### src/rtl/uart_pkg.sv
// Shared UART receiver definitions: parity modes and receive FSM states.
package uart_pkg;

  localparam int unsigned CHK_NONE = 0;
  localparam int unsigned CHK_EVEN = 1;
  localparam int unsigned CHK_ODD  = 2;

  typedef enum logic [2:0] {
    ST_IDLE   = 3'd0,
    ST_START  = 3'd1,
    ST_DATA   = 3'd2,
    ST_PARITY = 3'd3,
    ST_STOP   = 3'd4
  } state_e;

endpackage

### src/rtl/uart_baud_tick.sv
// Oversampling tick generator: one-cycle tick every DIV clocks, realignable.
module uart_baud_tick #(
  parameter int unsigned DIV = 54
) (
  input  logic clk,
  input  logic rst_n,
  input  logic restart,
  output logic tick
);

  localparam int unsigned     CNT_W    = (DIV >= 2) ? $clog2(DIV) : 1;
  localparam logic [CNT_W-1:0] CNT_LAST = CNT_W'(DIV - 1);

  logic [CNT_W-1:0] cnt;

  if (DIV < 2) begin : g_div_check
    $error("uart_baud_tick: clock divider must be at least 2");
  end

  // Divider counter; restart realigns the tick phase to the start edge
  always_ff @(posedge clk or negedge rst_n) begin
    if (!rst_n) begin
      cnt  <= '0;
      tick <= 1'b0;
    end else if (restart) begin
      cnt  <= '0;
      tick <= 1'b0;
    end else if (cnt == CNT_LAST) begin
      cnt  <= '0;
      tick <= 1'b1;
    end else begin
      cnt  <= cnt + CNT_W'(1);
      tick <= 1'b0;
    end
  end

endmodule

### src/rtl/uart_rx_os.sv
// Oversampling UART receiver with 3-sample majority vote, parity and framing checks.
module uart_rx_os
  import uart_pkg::*;
#(
  parameter int unsigned P_SYSTEM_CLK      = 100000000,
  parameter int unsigned P_UART_BUADRATE   = 115200,
  parameter int unsigned P_OVERSAMPLE      = 16,
  parameter int unsigned P_UART_DATA_WIDTH = 8,
  parameter int unsigned P_UART_STOP_WIDTH = 1,
  parameter int unsigned P_UART_CHECK      = 1
) (
  input  logic                         i_clk,
  input  logic                         i_rst_n,
  input  logic                         i_uart_rx,
  output logic [P_UART_DATA_WIDTH-1:0] o_user_rx_data,
  output logic                         o_user_rx_valid,
  output logic                         o_user_rx_parity_err,
  output logic                         o_user_rx_frame_err
);

  localparam int unsigned DIV   = P_SYSTEM_CLK / (P_UART_BUADRATE * P_OVERSAMPLE);
  localparam int unsigned OS    = P_OVERSAMPLE;
  localparam int unsigned DW    = P_UART_DATA_WIDTH;
  localparam int unsigned OS_W  = $clog2(OS);
  localparam int unsigned BIT_W = $clog2(DW);

  localparam logic [OS_W-1:0]  SMP_A     = OS_W'(OS / 2 - 1);
  localparam logic [OS_W-1:0]  SMP_B     = OS_W'(OS / 2);
  localparam logic [OS_W-1:0]  SMP_C     = OS_W'(OS / 2 + 1);
  localparam logic [OS_W-1:0]  OS_LAST   = OS_W'(OS - 1);
  localparam logic [BIT_W-1:0] DATA_LAST = BIT_W'(DW - 1);
  localparam logic [BIT_W-1:0] STOP_LAST = BIT_W'(P_UART_STOP_WIDTH - 1);

  if (!(OS == 8 || OS == 16)) begin : g_os_check
    $error("uart_rx_os: oversample must be 8 or 16");
  end
  if (DW < 5 || DW > 9) begin : g_dw_check
    $error("uart_rx_os: data width must be 5..9");
  end
  if (!(P_UART_STOP_WIDTH == 1 || P_UART_STOP_WIDTH == 2)) begin : g_stop_check
    $error("uart_rx_os: stop width must be 1 or 2");
  end
  if (P_UART_CHECK > CHK_ODD) begin : g_chk_check
    $error("uart_rx_os: parity mode must be 0, 1 or 2");
  end

  logic rx_meta, rx_sync, rx_prev;
  logic tick, restart_c, fall_c, vote_c, decide_c, bit_end_c;

  state_e            state_q, state_nxt;
  logic [OS_W-1:0]   os_q, os_nxt;
  logic [BIT_W-1:0]  bit_q, bit_nxt;
  logic              smp_a_q, smp_a_nxt, smp_b_q, smp_b_nxt;
  logic [DW-1:0]     shreg_q, shreg_nxt;
  logic              par_q, par_nxt, perr_q, perr_nxt, ferr_q, ferr_nxt;
  logic [DW-1:0]     data_nxt;
  logic              valid_nxt, out_perr_nxt, out_ferr_nxt;

  uart_baud_tick #(.DIV(DIV)) u_tick (
    .clk     (i_clk),
    .rst_n   (i_rst_n),
    .restart (restart_c),
    .tick    (tick)
  );

  // Two-flop synchroniser plus one history flop for falling-edge detection
  always_ff @(posedge i_clk or negedge i_rst_n) begin
    if (!i_rst_n) begin
      rx_meta <= 1'b1;
      rx_sync <= 1'b1;
      rx_prev <= 1'b1;
    end else begin
      rx_meta <= i_uart_rx;
      rx_sync <= rx_meta;
      rx_prev <= rx_sync;
    end
  end

  assign fall_c    = rx_prev & ~rx_sync;
  assign vote_c    = (smp_a_q & smp_b_q) | (smp_a_q & rx_sync) | (smp_b_q & rx_sync);
  assign decide_c  = tick & (os_q == SMP_C);
  assign bit_end_c = tick & (os_q == OS_LAST);

  // Next-state and next-output logic for the receive FSM
  always_comb begin
    state_nxt    = state_q;
    os_nxt       = os_q;
    bit_nxt      = bit_q;
    smp_a_nxt    = smp_a_q;
    smp_b_nxt    = smp_b_q;
    shreg_nxt    = shreg_q;
    par_nxt      = par_q;
    perr_nxt     = perr_q;
    ferr_nxt     = ferr_q;
    data_nxt     = o_user_rx_data;
    valid_nxt    = 1'b0;
    out_perr_nxt = o_user_rx_parity_err;
    out_ferr_nxt = o_user_rx_frame_err;
    restart_c    = 1'b0;

    if (state_q != ST_IDLE && tick) begin
      os_nxt = bit_end_c ? '0 : os_q + OS_W'(1);
      if (os_q == SMP_A) smp_a_nxt = rx_sync;
      if (os_q == SMP_B) smp_b_nxt = rx_sync;
    end

    case (state_q)
      ST_IDLE: begin
        if (fall_c) begin
          state_nxt = ST_START;
          os_nxt    = '0;
          bit_nxt   = '0;
          par_nxt   = 1'b0;
          perr_nxt  = 1'b0;
          ferr_nxt  = 1'b0;
          restart_c = 1'b1;
        end
      end
      ST_START: begin
        if (decide_c && vote_c) state_nxt = ST_IDLE;
        else if (bit_end_c)     state_nxt = ST_DATA;
      end
      ST_DATA: begin
        if (decide_c) begin
          shreg_nxt = {vote_c, shreg_q[DW-1:1]};
          par_nxt   = par_q ^ vote_c;
        end
        if (bit_end_c) begin
          if (bit_q == DATA_LAST) begin
            bit_nxt   = '0;
            state_nxt = (P_UART_CHECK != CHK_NONE) ? ST_PARITY : ST_STOP;
          end else begin
            bit_nxt = bit_q + BIT_W'(1);
          end
        end
      end
      ST_PARITY: begin
        if (decide_c)
          perr_nxt = (P_UART_CHECK == CHK_ODD) ? (vote_c == par_q) : (vote_c != par_q);
        if (bit_end_c) state_nxt = ST_STOP;
      end
      ST_STOP: begin
        // Final stop bit publishes at its decision tick so a back-to-back start is seen
        if (decide_c) begin
          if (bit_q == STOP_LAST) begin
            data_nxt     = shreg_q;
            valid_nxt    = 1'b1;
            out_perr_nxt = perr_q;
            out_ferr_nxt = ferr_q | ~vote_c;
            state_nxt    = ST_IDLE;
          end else begin
            ferr_nxt = ferr_q | ~vote_c;
          end
        end else if (bit_end_c) begin
          bit_nxt = bit_q + BIT_W'(1);
        end
      end
      default: state_nxt = ST_IDLE;
    endcase
  end

  // FSM, datapath and output registers
  always_ff @(posedge i_clk or negedge i_rst_n) begin
    if (!i_rst_n) begin
      state_q              <= ST_IDLE;
      os_q                 <= '0;
      bit_q                <= '0;
      smp_a_q              <= 1'b0;
      smp_b_q              <= 1'b0;
      shreg_q              <= '0;
      par_q                <= 1'b0;
      perr_q               <= 1'b0;
      ferr_q               <= 1'b0;
      o_user_rx_data       <= '0;
      o_user_rx_valid      <= 1'b0;
      o_user_rx_parity_err <= 1'b0;
      o_user_rx_frame_err  <= 1'b0;
    end else begin
      state_q              <= state_nxt;
      os_q                 <= os_nxt;
      bit_q                <= bit_nxt;
      smp_a_q              <= smp_a_nxt;
      smp_b_q              <= smp_b_nxt;
      shreg_q              <= shreg_nxt;
      par_q                <= par_nxt;
      perr_q               <= perr_nxt;
      ferr_q               <= ferr_nxt;
      o_user_rx_data       <= data_nxt;
      o_user_rx_valid      <= valid_nxt;
      o_user_rx_parity_err <= out_perr_nxt;
      o_user_rx_frame_err  <= out_ferr_nxt;
    end
  end

endmodule
### config.mk
export PLATFORM = sky130hd
export DESIGN_NAME = uart_rx_os
export DESIGN_NICKNAME = d
export VERILOG_FILES = /design/src/rtl/uart_pkg.sv /design/src/rtl/uart_baud_tick.sv /design/src/rtl/uart_rx_os.sv
export SDC_FILE = /design/constraint.sdc
export NUM_CORES = 1
export LEC_CHECK = 0
export ABC_AREA = 1
export BUFFER_PORTS_ARGS = -buffer_cell sky130_fd_sc_hd__clkbuf_2
export CORE_ASPECT_RATIO = 0.75
export CORE_MARGIN = 5
export CORE_UTILIZATION = 59
export DETAILED_ROUTE_END_ITERATION = 6
export GPL_TIMING_DRIVEN = 1
export MAX_ROUTING_LAYER = met4
export PLACE_DENSITY = 0.78
export SYNTH_ARGS = -nofsm -noshare
export SYNTH_HDL_FRONTEND = slang
export SYNTH_HIERARCHICAL = 1
export SYNTH_SLANG_ARGS = --single-unit
### constraint.sdc
create_clock -name i_clk -period 1.97 [get_ports i_clk]
set_input_delay 0.2955 -clock i_clk [delete_from_list [all_inputs] [get_ports i_clk]]
set_output_delay 0.2955 -clock i_clk [all_outputs]
set_load 0.05 [all_outputs]
==> run_results.csv <==
group,metric,value,unit
layout,final_cells,300,
timing,setup_viol,0,
synthesis,yosys_warnings,6,
layout,multi_input_area,978.4,µm²
timing,setup_slack,0.3063,ns
timing,fin_crit_sh,84.45,%
synthesis,synthTopCellsByCount,"nand2_1, dfrtp_1, inv_1, o21ai_2, nor2_1",
layout,syn2layout_area_growth,10.20,%
synthesis,post-synth-top-count-cell,"nand2_1",
clock_network,post_cts_buffers,0,
critical_path,cpMaxStageDelayCell,"dfrtp_1",
global_route,overflow,0,
timing,relSlewSlack,64.36,%
synthesis,syn_avg_cell_area,9.735,µm²
synthesis,yosysSeqAreaShare,49.77,%
layout,drive_gt1_share,31.45,%
critical_path,crit_chain,"inv_1 -> ha_1 -> nand3_2 -> nor2_4 -> nand2_1 -> nand2_1 -> nand2_1 -> nand2_4 -> nand2_2 -> nand2_1 -> nand2_1",
clock_network,clkTransAtPathRegs,0.08,ns
worst_hold_path,min_path_type,"input pin to async pin",
route,ant_nets,0,
route,wl,3.808,mm
critical_path,required,2.16,ns
clock_network,clock_path_buffers,2,
critical_path,cp-start-kind,"register",
critical_path,critPathMaxFanout,5,
floorplanning,rows,19,
timing,fin_tns_setup,0,ns
route,drtIter0Drc,66,
floorplanning,die-area,5102,µm²
critical_path,crit_family,"simple AND/OR/NAND/NOR gates",
synthesis,synth_top_cell_by_area,"dfrtp_1",
floorplanning,coreArea,3637,µm²
power,peakVddDrop,0.5557,mV
timing,final_hold_viol_count,0,
clock_network,insertion_delay,0.30,ns
synthesis,synth_cell_types,33,
clock_network,cts_buffers,5,
timing,tightest_slew,0.5346,ns
synthesis,syn_area,2220,µm²
timing,whs,0.05523,ns
route,firstDrtPassIters,4,
flow_run,maxCapViolations,0,
route,vias,1525,
critical_path,arrival,1.86,ns
timing,fin_skew,0.007763,ns
clock_network,cts_root_buf,"clkbuf_8",
layout,nFillCells,302,
synthesis,syn-num-nets,239,
place,hpwl,2.835,mm
layout,fin_nets,258,
synthesis,synth-main-ff-cell,"dfrtp_1",
place,dp_cells,292,
synthesis,postSynthCellCount,228,
floorplanning,pin_count,14,
floorplanning,die_x,80.83,µm
clock_network,cts_tree,"built",
synthesis,synth_edf_count,0,
timing,fmax,601.1,MHz
floorplanning,initial_core_util,61.03,%
floorplanning,die_y,63.12,µm
global_route,grt_max_degree,45,
route,wire_per_inst,12.69,µm
power,leakagePower,1.186,nW
global_route,grt_pass1_wl,7.044,mm
place,gp_congestion,0.8760,
global_route,antenna_found_initial,0,
timing,drv_slew,0,
synthesis,ys_top_cells_by_area,"dfrtp_1, nand2_1, o21ai_2",
layout,diodes,0,
route,drc,0,
clock_network,numClockSinks,44,
critical_path,end_kind,"register",
clock_network,ctsResizeCount,0,
critical_path,critPathKind,"register to register",
timing,rsz0062_at_grt,"no",
clock_network,ctsHtreeMaxLevel,2,
critical_path,cp.buffers_inverters,1,
synthesis,yosysTopAreaCellShare,46.22,%
place,port_buffers,13,
layout,fin_util,67.25,%
synthesis,ys_ff_latch,44,
status,outcome,"complete, no violations",
layout,seq_area,1105,µm²
power,p_per_area,1071,nW/µm²
global_route,grt_pass1_vias,1541,
global_route,grt_usage,18.49,%
critical_path,cp_common_cell,"nand2_1",
clock_network,ctsHoldBuffers,0,
synthesis,async_flop_share,100.0,%
route,drt-vias-per-instance,5.083,
place,pre_cts_ws,0.3136,ns
critical_path,cpPeakStageDelay,0.40,ns
timing,period_needed,1.664,ns
==> worst paths after layout <==
path / startpoint / to / slack (ns) / cells after the start
hold / removal: i_rst_n / o_user_rx_data[7]$_DFFE_PN0P_ / 0.06 / 2
min in group i_clk: i_uart_rx / rx_meta$_DFF_PN1_ / 0.07 / 1
setup reg to reg: os_q[1]$_DFF_PN0_ / state_q[1]$_DFFE_PN0P_ / 0.31 / 11
max in group asynchronous: i_rst_n / rx_meta$_DFF_PN1_ / 1.54 / 2
setup / recovery: os_q[1]$_DFF_PN0_ / state_q[1]$_DFFE_PN0P_ / 0.31 / 11
hold reg to reg: rx_meta$_DFF_PN1_ / rx_sync$_DFF_PN1_ / 0.36 / 0
==> per-stage QoR <==
stage / cell area, µm² / total power, mW
detailed placement: 2335 / 1.945
global route: 2446 / 2.788
global placement: 2335 / 1.918
finish: 2446 / 2.619
floorplan: 2220 / 1.787
CTS: 2446 / 2.633
==> power by group <==
group | switching (mW) | total, mW | internal [mW]
sequential | 0.116 | 1.12 | 1.01
combinational | 0.523 | 0.807 | 0.284
clock | 0.313 | 0.688 | 0.375
==> worst register-to-register path: stages (launching register included) <==
cell and delay (ns):
dfrtp_1 0.40, inv_1 0.10, ha_1 0.17, nand3_2 0.13, nor2_4 0.20, nand2_1 0.11, nand2_1 0.09, nand2_1 0.08
nand2_4 0.08, nand2_2 0.07, nand2_1 0.07, nand2_1 0.06
==> cell type report <==
cell class / instances / share of cell area [%]
Clock inverter: 3 / 1.739
Clock buffer: 5 / 2.813
Inverter: 29 / 4.655
Tap cell: 52 / 2.660
Multi-Input combinational cell: 153 / 40.00
Sequential cell: 44 / 45.17
Timing Repair Buffer: 14 / 2.967
==> cells in the final DEF, fill, tap and decap left out, types with 2 or more instances in the layout <==
| cell | synthesis | layout |
|---|---|---|
| inv_2 | 4 | 4 |
| dfrtp_1 | 41 | 41 |
| ha_1 | 8 | 8 |
| nor3_1 | 2 | 2 |
| clkbuf_8 | 0 | 5 |
| inv_4 | 2 | 2 |
| xnor2_1 | 2 | 2 |
| o21ai_1 | 2 | 2 |
| nor2_4 | 4 | 4 |
| nand3_2 | 4 | 4 |
| dfstp_2 | 3 | 3 |
| nor2_2 | 9 | 9 |
| nand4_1 | 3 | 3 |
| nor2_1 | 12 | 12 |
| nand2_2 | 5 | 5 |
| xor2_1 | 2 | 2 |
| nand2_1 | 52 | 52 |
| o21ai_2 | 16 | 16 |
| nand3_1 | 8 | 8 |
| o21ai_0 | 8 | 8 |
| clkbuf_2 | 0 | 13 |
| inv_1 | 23 | 23 |
| nand2_4 | 5 | 5 |
==> metal layers <==
layer / vias to the layer above / track usage (%) / part of all wire, %
met5: - / - / 0
met4: 0 / 6.329 / 1.7
met3: 7 / 4.274 / 2.6
met2: 15 / 27.46 / 44
met1: 734 / 24.98 / 51
li1: 769 / - / -
==> kinds of logic after synthesis <==
kind of cell               synth area share, %
DFF                                      49.77
and+or+nand+nor                          27.06
xor gates and xnor gates                 1.579
muxes                                   0.4510
buffers and inverters                    6.144
AOI/OAI and AO/OA                        10.49
adders and majority gates                4.510
==> flip-flops by register name (all words and copies together) (netlist names) <==
signal and cells:
bit_q 3, ferr_q 1, o_user_rx_data 8, o_user_rx_frame_err 1, o_user_rx_parity_err 1, o_user_rx_valid 1
os_q 4, par_q 1, perr_q 1, rx_meta 1, rx_prev 1, rx_sync 1
shreg_q 8, smp_a_q 1, smp_b_q 1, state_q 3, u_tick/cnt 6, u_tick/tick 1
(Power assumes the default switching activity.)
